[src/rtl/shooter_pkg.sv]
// shooter_pkg: shared types, screen constants and colour step for the shooter engine
package shooter_pkg;
  typedef logic [2:0] color_t;
  typedef enum logic {B_IDLE, B_FLY} bstate_t;
  localparam logic [9:0] H_ACTIVE = 10'd640;
  localparam logic [9:0] V_ACTIVE = 10'd480;
  localparam logic [9:0] BULLET_OFS = 10'd12;
  localparam logic [9:0] PLAYER_X0 = 10'd320;
  localparam color_t ENEMY_COL0 = 3'b101;
  function automatic color_t next_col(color_t c);
    return c == 3'b111 ? 3'b001 : c + 3'd1;
  endfunction
endpackage

[src/rtl/bcd_counter.sv]
// bcd_counter: saturating multi-digit BCD up-counter, digit 0 is least significant
module bcd_counter #(
  parameter int DIGITS = 2
) (
  input  logic                clk,
  input  logic                rst,
  input  logic                inc,
  output logic [4*DIGITS-1:0] q
);
  logic [4*DIGITS-1:0] nq;
  logic                all9;
  always_comb begin
    nq = q;
    all9 = 1'b1;
    for (int i = 0; i < DIGITS; i++) begin
      nq[4*i +: 4] = all9 ? (q[4*i +: 4] == 4'd9 ? 4'd0 : q[4*i +: 4] + 4'd1) : q[4*i +: 4];
      all9 = all9 & (q[4*i +: 4] == 4'd9);
    end
  end
  always_ff @(posedge clk) begin
    if (rst) q <= '0;
    else if (inc && !all9) q <= nq;
  end
endmodule

[src/rtl/shooter_engine.sv]
// shooter_engine: frame tick, player/bullet/enemy motion, hit detection and BCD scoring
module shooter_engine
  import shooter_pkg::*;
#(
  parameter int         N_ENEMY      = 3,
  parameter int         SCORE_DIGITS = 2,
  parameter logic [9:0] FLY_SPEED    = 10'd1,
  parameter logic [9:0] PLANE_SPEED  = 10'd1,
  parameter logic [9:0] BULLET_SPEED = 10'd3,
  parameter logic [9:0] ENEMY_X0     = 10'd40,
  parameter logic [9:0] ENEMY_GAP    = 10'd160,
  parameter logic [9:0] X_MIN        = 10'd6,
  parameter logic [9:0] X_MAX        = 10'd600,
  parameter logic [9:0] PLAYER_XMAX  = 10'd608,
  parameter logic [9:0] PLAYER_Y     = 10'd440,
  parameter logic [9:0] BULLET_YMIN  = 10'd20
) (
  input  logic                      clk,
  input  logic                      rst,
  input  logic [9:0]                x,
  input  logic [9:0]                y,
  input  logic                      key_left,
  input  logic                      key_right,
  input  logic                      key_fire,
  input  logic [N_ENEMY-1:0]        enemy_pix,
  input  logic                      bullet_pix,
  output logic                      tik,
  output logic [9:0]                player_x,
  output logic [9:0]                bullet_x,
  output logic [9:0]                bullet_y,
  output logic                      bullet_act,
  output logic [10*N_ENEMY-1:0]     enemy_x,
  output logic [3*N_ENEMY-1:0]      enemy_col,
  output logic [4*SCORE_DIGITS-1:0] shot_bcd,
  output logic [4*SCORE_DIGITS-1:0] hit_bcd
);
  logic               cmp, cmp_q, fire_armed, fire, do_score;
  logic [9:0]         player_nx;
  logic [N_ENEMY-1:0] hit_l, low_hit;
  bstate_t            state, state_n;
  always_ff @(posedge clk) begin
    if (rst) begin
      cmp <= 1'b0;
      cmp_q <= 1'b0;
    end else begin
      cmp <= x == H_ACTIVE && y == V_ACTIVE;
      cmp_q <= cmp;
    end
  end
  assign tik = cmp & ~cmp_q;
  always_comb
    player_nx = (~key_left & key_right & player_x > 10'd1) ? player_x - PLANE_SPEED :
                (~key_right & key_left & player_x < PLAYER_XMAX) ? player_x + PLANE_SPEED : player_x;
  always_ff @(posedge clk) begin
    if (rst) player_x <= PLAYER_X0;
    else if (tik) player_x <= player_nx;
  end
  // only the lowest-index latched hit scores when the bullet comes back
  assign low_hit = hit_l & (-hit_l);
  for (genvar i = 0; i < N_ENEMY; i++) begin : g_enemy
    logic [9:0] ex;
    logic       d, nd, h;
    color_t     c;
    assign nd = ex > X_MAX ? 1'b0 : ex < X_MIN ? 1'b1 : d;
    always_ff @(posedge clk) begin
      if (rst) begin
        ex <= ENEMY_X0 + 10'(i) * ENEMY_GAP;
        d <= (i % 2) == 0;
        h <= 1'b0;
        c <= ENEMY_COL0;
      end else begin
        if (tik) begin
          ex <= nd ? ex + FLY_SPEED : ex - FLY_SPEED;
          d <= nd;
        end
        h <= tik ? 1'b0 : h | (enemy_pix[i] & bullet_pix & bullet_act & |c);
        if (do_score && low_hit[i]) c <= next_col(c);
      end
    end
    assign enemy_x[10*i +: 10] = ex;
    assign enemy_col[3*i +: 3] = c;
    assign hit_l[i] = h;
  end
  always_ff @(posedge clk) begin
    if (rst) state <= B_IDLE;
    else state <= state_n;
  end
  always_comb begin
    state_n = state;
    if (tik)
      state_n = state == B_IDLE ? (~key_fire & fire_armed ? B_FLY : B_IDLE)
                                : (|hit_l || bullet_y < BULLET_YMIN ? B_IDLE : B_FLY);
  end
  always_comb begin
    bullet_act = state == B_FLY;
    fire = tik & state == B_IDLE & state_n == B_FLY;
    do_score = tik & state == B_FLY & |hit_l;
  end
  always_ff @(posedge clk) begin
    if (rst) begin
      bullet_x <= PLAYER_X0 + BULLET_OFS;
      bullet_y <= PLAYER_Y;
      fire_armed <= 1'b1;
    end else if (tik) begin
      fire_armed <= key_fire | (fire_armed & ~fire);
      if (state_n == B_IDLE) begin
        bullet_x <= player_nx + BULLET_OFS;
        bullet_y <= PLAYER_Y;
      end else if (state == B_FLY) bullet_y <= bullet_y - BULLET_SPEED;
    end
  end
  bcd_counter #(.DIGITS(SCORE_DIGITS)) u_shot (.clk(clk), .rst(rst), .inc(fire), .q(shot_bcd));
  bcd_counter #(.DIGITS(SCORE_DIGITS)) u_hit (.clk(clk), .rst(rst), .inc(do_score), .q(hit_bcd));
endmodule
[config.mk]
export PLATFORM = sky130hd
export DESIGN_NAME = shooter_engine
export DESIGN_NICKNAME = d
export VERILOG_FILES = /design/src/rtl/shooter_pkg.sv /design/src/rtl/bcd_counter.sv /design/src/rtl/shooter_engine.sv
export SDC_FILE = /design/constraint.sdc
export NUM_CORES = 1
export LEC_CHECK = 0
export CORE_ASPECT_RATIO = 0.5
export CORE_MARGIN = 2
export CORE_UTILIZATION = 56
export CTS_CLUSTER_SIZE = 24
export DETAILED_ROUTE_END_ITERATION = 8
export PLACE_DENSITY = 0.95
export SLEW_MARGIN = 5
export SYNTH_ARGS = -nofsm -noshare
export SYNTH_HDL_FRONTEND = slang
export SYNTH_SLANG_ARGS = --single-unit
[constraint.sdc]
create_clock -name clk -period 10.6 [get_ports clk]
set_clock_uncertainty 0.1 [all_clocks]
set_input_delay 1.59 -clock clk [delete_from_list [all_inputs] [get_ports clk]]
set_output_delay 1.59 -clock clk [all_outputs]
set_load 0.05 [all_outputs]
# Word-level counts from Yosys, hierarchy flattened

Cells that the tools add are included.

Mux-type cells: 24
$add $sub $neg: 18
Reduce and logical (&&, ||, !) cells: 18
Order comparisons: 9
Bitwise gates (word level): 34
Eq/ne operators: 10

Operators by type and width:

| kind                                                           | count |
|---|---|
| two-way mux 10 bit                                             | 7 |
| adder 10 x 1 -> 10 bit, second input constant                  | 4 |
| subtractor 10 x 1 -> 10 bit, second input constant             | 4 |
| greater-than comparator 10 bit, second input constant          | 3 |
| < comparator 10 x 3 -> 1 bit, second input constant            | 3 |
| AND 1 bit                                                      | 22 |
| adder 4 x 1 -> 4 bit, second input constant                    | 4 |
| == test 4 bit, second input constant                           | 4 |
| two-way mux 4 bit                                              | 4 |
| OR reduction 3 bit                                             | 4 |
| adder 10 x 4 -> 10 bit, second input constant                  | 1 |
| == test 10 bit, second input constant                          | 1 |
| == test 10 x 9 -> 1 bit, second input constant                 | 1 |
| greater-than comparator 10 x 1 -> 1 bit, second input constant | 1 |
| < comparator 10 bit, second input constant                     | 1 |
| < comparator 10 x 5 -> 1 bit, second input constant            | 1 |
| two-way mux 1 bit                                              | 10 |
| subtractor 10 x 2 -> 10 bit, second input constant             | 1 |
| adder 3 x 1 -> 3 bit, second input constant                    | 3 |
| == test 3 bit, second input constant                           | 3 |
| two-way mux 3 bit                                              | 3 |
| AND reduction 2 bit                                            | 4 |
| inverter 1 bit                                                 | 7 |
| logical AND 1 bit                                              | 6 |
| other kinds (7)                                                | 11 |

Word-level logic and storage cells: 136
Flip-flop bits (word level): 95
Input port bits: 29
Output and inout bits: 87

# Logic depth before layout (Yosys ltp)

Gate-level depths: netlist (run 1).

Word-level depth: 9
Gate-level depth with buffers: 13
Mapped depth without buffers: 13

# Modules after synthesis

A second synthesis (run 1) with hierarchy kept.

Cell total of the unflattened synthesis: 722
Area total of the unflattened synthesis: 5,849.4 sq um

Modules (own cells, without submodules):

| module         | times used | seq. area each (sq um) | cells each | area an instance (sq um) |
|---|---|---|---|---|
| shooter_engine | 1          | 1,581.5                | 634        | 5,081.1 |
| bcd_counter    | 2          | 160.2                  | 44         | 384.1 |

# Worst setup path after synthesis (run 1)

No wires, ideal clock.

Path type: reg2reg
Start: register g_enemy[2].ex[4]
End: register g_enemy[2].ex[9]
Cell stages (with the launch flop): 12
Path slack: 6.790 ns
Path buffers: 0
Clock period less this slack: 3.810 ns
Arrival time: 3.594 ns
Setup time: 0.116 ns
Data required time: 10.384 ns
Cells stage by stage: dfxtp_1 o311a_1 o21ai_0 a311oi_1 ha_1 a21o_1 a21oi_1 o21ai_0 a41oi_1 xnor2_1 a21oi_1 a31o_2

Longest elaborated chain between the ends: 4
Elaborated cells between the ends (all ways): 7
Classes of those cells: add/sub: 2; order compare: 2; mux: 3

RTL lines:

| element                        | line                 | RTL |
|---|---|---|
| start: declaration             | shooter_engine.sv:61 | `logic [9:0] ex;` |
| start signal: assignment       | shooter_engine.sv:67 | `ex <= ENEMY_X0 + 10'(i) * ENEMY_GAP;` |
| start signal: assignment       | shooter_engine.sv:73 | `ex <= nd ? ex + FLY_SPEED : ex - FLY_SPEED;` |
| < comparator 10 x 3 -> 1 bit   | shooter_engine.sv:64 | `assign nd = ex > X_MAX ? 1'b0 : ex < X_MIN ? 1'b1 : d;` |
| two-way mux 1 bit (2 in a row) | shooter_engine.sv:64 |  |
| two-way mux 10 bit *           | shooter_engine.sv:73 |  |

Mark *: on every way between the ends. The rest lies on a longest branch, timed or not.
A chain may end at the register's enable or synchronous reset.

# Worst setup path after layout (run 1)

Start: input port key_left
End: register bullet_x[9]

Longest elaborated chain between the ends: 5
Elaborated cells between the ends (all ways): 8
Classes of those cells: add/sub: 1; mux: 2; bitwise: 5

RTL lines:

| element                                         | line                                       | RTL |
|---|---|---|
| start: declaration                              | shooter_engine.sv:22                       | `input logic key_left,` |
| AND 1 bit or inverter 1 bit (tied branches)     | shooter_engine.sv:53, shooter_engine.sv:52 |  |
| AND 1 bit, on equally long branches             | shooter_engine.sv:53, shooter_engine.sv:52 |  |
| two-way mux 10 bit or AND 1 bit (tied branches) | shooter_engine.sv:53, shooter_engine.sv:52 |  |
| two-way mux 10 bit *                            | shooter_engine.sv:52                       | `player_nx = (~key_left & key_right & player_x > 10'd1) ? player_x - PLANE_SPEED :` |
| adder 10 x 4 -> 10 bit *                        | shooter_engine.sv:107                      | `bullet_x <= player_nx + BULLET_OFS;` |
| end signal: assignment                          | shooter_engine.sv:101                      | `bullet_x <= PLAYER_X0 + BULLET_OFS;` |
| end signal: assignment                          | shooter_engine.sv:107                      |  |
| end: declaration                                | shooter_engine.sv:29                       | `output logic [9:0] bullet_x,` |

Marks and branches as above.

==> results of run 1 <==
where the power goes:
| group | switching (mW) | total (mW) | internal (mW) | leakage, nW |
|---|---|---|---|---|
| Clock | 0.152 | 0.341 | 0.188 | 0.151 |
| Sequential | 0.000000214 | 0.357 | 0.357 | 0.766 |
| Combinational | 0.0159 | 0.0302 | 0.0142 | 1.88 |
| Total | 0.168 | 0.728 | 0.559 | 2.79 |
per-stage QoR:
step,hold slack (ps),total power [mW]
global placement,341,0.394
CTS,367,0.731
floorplan,340,0.380
finish,363,0.728
global route,407,0.747
detailed placement,349,0.394
placed cells by master, fill, tap and decap left out, types with 4 or more instances in the layout:
cell type,count
a22oi_1,6
nand3_1,17
o31ai_1,5
nor4_1,6
xnor2_1,23
o21ai_1,4
a211oi_1,8
mux2i_1,7
inv_1,37
a21oi_1,62
a311oi_1,4
xor2_1,15
and2_1,6
and3_1,7
nor2_1,67
buf_4,4
a31oi_1,7
nand3b_1,7
clkdlybuf4s50_1,114
clkbuf_16,9
o211ai_1,14
or3_1,7
ha_1,39
nor2b_1,8
a21o_1,8
nand4_1,5
nor3b_1,5
o21ai_0,35
nand2b_1,12
nand2_1,72
nor3_1,26
dfxtp_1,95
flip-flops by register name (all words and copies together) (netlist names):
| name | count |
|---|---|
| g_enemy.ex | 30 |
| bullet_x | 10 |
| bullet_y | 10 |
| player_x | 10 |
| g_enemy.c | 9 |
| u_hit.q | 8 |
| u_shot.q | 8 |
| g_enemy.d | 3 |
| g_enemy.h | 3 |
| bullet_act | 1 |
| cmp | 1 |
| cmp_q | 1 |
| fire_armed | 1 |
synth_stat cells, drive strengths merged (8+ instances only):
| master | count |
|---|---|
| a211oi | 11 |
| a21o | 8 |
| a21oi | 62 |
| buf | 11 |
| clkbuf | 17 |
| dfxtp | 95 |
| ha | 39 |
| inv | 37 |
| nand2 | 72 |
| nand2b | 13 |
| nand3 | 17 |
| nor2 | 67 |
| nor2b | 8 |
| nor3 | 26 |
| nor4 | 9 |
| o211ai | 14 |
| o21ai | 39 |
| xnor2 | 24 |
| xor2 | 15 |
critical path, stage by stage:
cell             delay [ps]
clkdlybuf4s50_1         570
nand4b_1                280
o31a_1                  380
a221oi_2                380
o21ai_1                 190
nor3_1                  340
a2111oi_0               180
a211o_1                 260
final timing paths:
path | start | to | slack (ps) | cells after the start
worst max-delay path | key_left | bullet_x[9] | 6560 | 8
worst min-delay path | bullet_x[1] | bullet_x[1] | 360 | 2
worst max register to register | g_enemy[0].ex[1] | g_enemy[0].ex[9] | 6870 | 12
worst min register to register | bullet_x[1] | bullet_x[1] | 360 | 2
cell families after synthesis:
group | Yosys count | synth area share [%]
adders and majority gates | 42 | 9.51
xor gates and xnor gates | 39 | 6.25
and+or+nand+nor | 265 | 23.4
buffers and inverters | 65 | 4.97
muxes | 8 | 1.41
AOI/OAI and AO/OA | 187 | 21.5
DFF | 95 | 33.0
per-layer routing:
| metal | vias up | GRT usage, % |
|---|---|---|
| met4 | 0 | 9.29 |
| met1 | 2639 | 31.9 |
| met2 | 188 | 46.5 |
| met3 | 28 | 5.15 |
| met5 | - | 0 |
| li1 | 2721 | - |
layout make-up:
class / count / area, um^2
Multi-Input combinational cell: 541 / 3580
Fill cell: 759 / 2830
Sequential cell: 95 / 1900
Timing Repair Buffer: 119 / 1180
Clock buffer: 9 / 225
Tap cell: 140 / 175
Inverter: 37 / 139
Clock inverter: 7 / 91.3
==> results_dict.tcl, run 1 <==
set metrics [dict create \
    fin_util_pct 72.0 \
    syn2layout_area_growth_pct 26.4 \
    grt_pass1_wl_um 23500 \
    hp-class "reg -> reg" \
    start_kind "primary input" \
    chipHeight_um 75.7 \
    synth-edff-count 0 \
    crit_type "in -> reg" \
    grt_pass1_vias 5052 \
    dieArea_um2 11200 \
    yosys_warnings 0 \
    crit_required_ps 10730 \
    ctsResizeCount 0 \
    maxCapViolCount 0 \
    antennaDiodeCount 0 \
    p_leak_nw 2.79 \
    seq_area_frac_synth_pct 33.0 \
    ctsHtreeMaxLevel 3 \
    synth.top_cell.area_share_pct 33.0 \
    design.core.area_um2 10100 \
    dp_slack_ps 6370 \
    dp.cells 932 \
    finalCriticalPeriod_ps 4040 \
    antenna_found_initial 0 \
    maxUsedRoutingLayer "met4" \
    slew_violations 0 \
    cts_sinks 95 \
    drt_iter0_markers 295 \
    worst_pin_slew_ps 1000 \
    wl_met2_um 7440 \
    hold_viol_final 0 \
    grt_usage_pct 25.8 \
    initial_core_util_pct 57.0 \
    max_freq_mhz 248 \
    route.met3.wl_um 832 \
    setup_violations 0 \
    wl_met1_um 6460 \
    wirelength_um 15000 \
    max-vdd-ir-drop_v 0.0000811 \
    status "finished, final reports clean" \
    drc_errors 0 \
    post_cts_buffers 0 \
    portBuffers 115 \
    root_buffer "clkbuf_16" \
    dpl-instance-area_um2 6970 \
    setup_tns_ps 0 \
    fin_cells 948 \
    slew_headroom_pct 33.1 \
    dr.pass1.iters 5 \
    clock_latency_ps 340 \
    cp.arrival_ps 4170 \
    drive_gt1_share_pct 4.95 \
    async_reset_ff_share_pct 0 \
    critPathCaptureType "flip-flop" \
    grt-ovfl-total 0 \
    die_w_um 147 \
    cts_buffer_depth 2 \
    wl_per_cell_um 15.8 \
    rsz0062_at_grt "no" \
    num_rows 26 \
    synth_area_leaders "dfxtp_1 (33%), ha_1 (8.5%), a21oi_1 (5.4%)" \
    detailed_place_hpwl_um 10400 \
    ioPinCount 116 \
    cts_buffers 9 \
    ant_nets 0 \
    cts_tree "built" \
    viasPerCell 5.88 \
    syn-cell-area_um2 5760 \
    fin_ws_ps 6560 \
    synth_cell_types 68 \
    holdBufCountCts 0 \
    ys.flop_type "dfxtp_1" \
    grt_max_degree 69 \
    synth_nets 772 \
    fin_area_um2 7290 \
    crit_path_max_fanout 6 \
    synth.ff_latch_count 95 \
    powerDensity_nw_per_um2 99.9 \
    post_synth.cell_area_avg_um2 8.22 \
    routabilityCongestion 0.892 \
    clk_pin_slew_ps 70 \
    syn_inst 701 \
    yosysTopAreaCell "dfxtp_1" \
    fin_crit_sh_pct 38.1 \
    vias 5576 \
    layout.nets 874 \
]
Power figures use the tool's default switching activity.
==> inputs of run 2 (changes only) <==
Settings changed: CORE_UTILIZATION 56 to 47, PLACE_DENSITY 0.95 to 0.87.
Clock period 10.6 ns to 3.4 ns, I/O delays scaled along.
==> run 2 against run 1 <==
Total power grew to 3.0 times the previous value. Via count shrank 1.3%. Sequential power rose to 3.1 times the previous value. Worst setup slack worse by 6300 ps. First-iteration DRC count rose by 40%.
==> results_dict.tcl, run 2 (synthesized netlist as in run 1, its figures left out) <==
set metrics [dict create \
    clkPwrFrac_pct 45.5 \
    chipHeight_um 82.3 \
    holdBufCountCts 0 \
    rrSetupSlack_ps 240 \
    root_buffer "clkbuf_16" \
    hold_path_end "bullet_x[0]" \
    routabilityCongestion 0.905 \
    fin_area_um2 7390 \
    clock_latency_ps 340 \
    hold_depth 2 \
    slew_headroom_pct 42.1 \
    drt_iter0_markers 414 \
    fin_util_pct 62.3 \
    ant_nets 0 \
    rsz0062_at_grt "no" \
    wirelength_um 14700 \
    drc_errors 0 \
    multi_input_area_um2 3600 \
    layout.nets 882 \
    reg2reg_to "g_enemy[1].ex[9]" \
    dp_slack_ps 112 \
    r2r_cells 12 \
    crit_path_max_fanout 6 \
    cp.arrival_ps 3330 \
    num_rows 28 \
    combPwrFrac_pct 4.2 \
    max-vdd-ir-drop_v 0.000271 \
    largest_register_ffs 30 \
    design.core.area_um2 11900 \
    die_w_um 161 \
    final_cell_mix "clkdlybuf4s50_1 (113), dfxtp_1 (95), nand2_1 (72)" \
    dr.pass1.iters 5 \
    max_freq_mhz 316 \
    dieArea_um2 13200 \
    vias 5506 \
    swShare_pct 24.0 \
    hold_ws_ps 367 \
    grt_max_degree 68 \
    wl_per_cell_um 15.0 \
    power_switching_mw 0.530 \
    viasPerCell 5.61 \
    setup_violations 0 \
    cts_tree "built" \
    portBuffers 115 \
    clk_pin_slew_ps 80 \
    antennaDiodeCount 0 \
    finalCriticalPeriod_ps 3160 \
    crit_type "reg -> reg" \
    maxCapViolCount 0 \
    seq_area_um2 1900 \
    grt_pass1_vias 5095 \
    fillers 969 \
    final_common_cell "clkdlybuf4s50_1" \
    regMostFlops "g_enemy.ex" \
    cts_buffers 9 \
    drive_gt1_share_pct 6.37 \
    ctsHtreeMaxLevel 3 \
    grt_usage_pct 22.0 \
    cts_sinks 95 \
    grt-ovfl-total 0 \
    min_from "bullet_x[0]" \
    slew_violations 0 \
    dpl-instance-area_um2 7060 \
    fin_crit_sh_pct 92.9 \
    crit-reg2reg-launch "g_enemy[1].ex[1]" \
    p_int_mw 1.68 \
    fin_ws_ps 240 \
    p_leak_nw 2.84 \
    worst_pin_slew_ps 867 \
    hp-class "reg -> reg" \
    initial_core_util_pct 48.5 \
    powerDensity_nw_per_um2 298 \
    status "finished, final reports clean" \
    critPathCaptureType "flip-flop" \
    seqPwrFrac_pct 50.4 \
    grt_pass1_wl_um 24000 \
    crit_required_ps 3570 \
    setup_tns_ps 0 \
    hold_viol_final 0 \
    detailed_place_hpwl_um 10500 \
    syn2layout_area_growth_pct 28.3 \
    ioPinCount 116 \
    antenna_found_initial 0 \
    start_kind "flip-flop" \
    cts_buffer_depth 2 \
]
run 2: final cells by class:
cell class	count	share of cell area [%]
clock buffers	9	3.05
clock inverters	7	1.07
inverters	37	1.88
multi-input cells	541	48.6
flip-flops and latches	95	25.7
well taps	165	2.79
repair buffers	127	16.9
run 2: power by group through the flow:
| stage | registers, mW | logic (mW) | clock network [mW] |
|---|---|---|---|
| 2_1_floorplan | 1.14 | 0.0459 | 0 |
| 3_3_place_gp | 1.14 | 0.0895 | 0 |
| 3_5_place_dp | 1.14 | 0.0918 | 0 |
| 4_1_cts | 1.11 | 0.0920 | 1.02 |
| 5_1_grt | 1.11 | 0.0987 | 1.08 |
| 6_report | 1.11 | 0.0918 | 1.00 |
run 2: layer usage:
layer | up-vias | GRT usage [%] | routed length [um]
met2 | 157 | 39.4 | 7220
met5 | - | 0 | 0
met4 | 0 | 4.86 | 152
met1 | 2592 | 27.7 | 6560
li1 | 2741 | - | -
met3 | 16 | 5.04 | 762
run 2: per-stage QoR:
stage / cells / power [mW]
4_1_cts: 978 / 2.22
6_report: 981 / 2.21
3_3_place_gp: 962 / 1.23
3_5_place_dp: 962 / 1.23
2_1_floorplan: 701 / 1.18
5_1_grt: 981 / 2.29
run 2: how the worst max path moves through the flow:
| stage | start | to | slack [ps] | depth (start not counted) |
|---|---|---|---|---|
| after floorplan | g_enemy[2].ex[4] | g_enemy[2].ex[9] | -70 | 11 |
| after global placement | g_enemy[0].ex[2] | g_enemy[0].ex[9] | 300 | 12 |
| after detailed placement | g_enemy[0].ex[2] | g_enemy[0].ex[9] | 110 | 12 |
| after CTS | g_enemy[0].ex[2] | g_enemy[0].ex[9] | 60 | 12 |
| after global routing | g_enemy[1].ex[0] | g_enemy[1].ex[9] | 40 | 12 |
| final | g_enemy[1].ex[1] | g_enemy[1].ex[9] | 240 | 12 |
run 2: critical path, stage by stage (launching register included):
cell	delay [ps]
dfxtp_1	360
o311a_1	340
o21a_1	170
o31ai_1	210
a21oi_1	170
ha_1	290
a21o_1	170
a21oi_1	250
o21ai_0	150
nand4_1	140
a31oi_1	110
or4_1	470
a21oi_1	140
run 2: what timing repair did:
action / CTS / global route
buffers inserted: 0 / 3
setup endpoints to repair: 0 / 2
resized for setup: 0 / 4
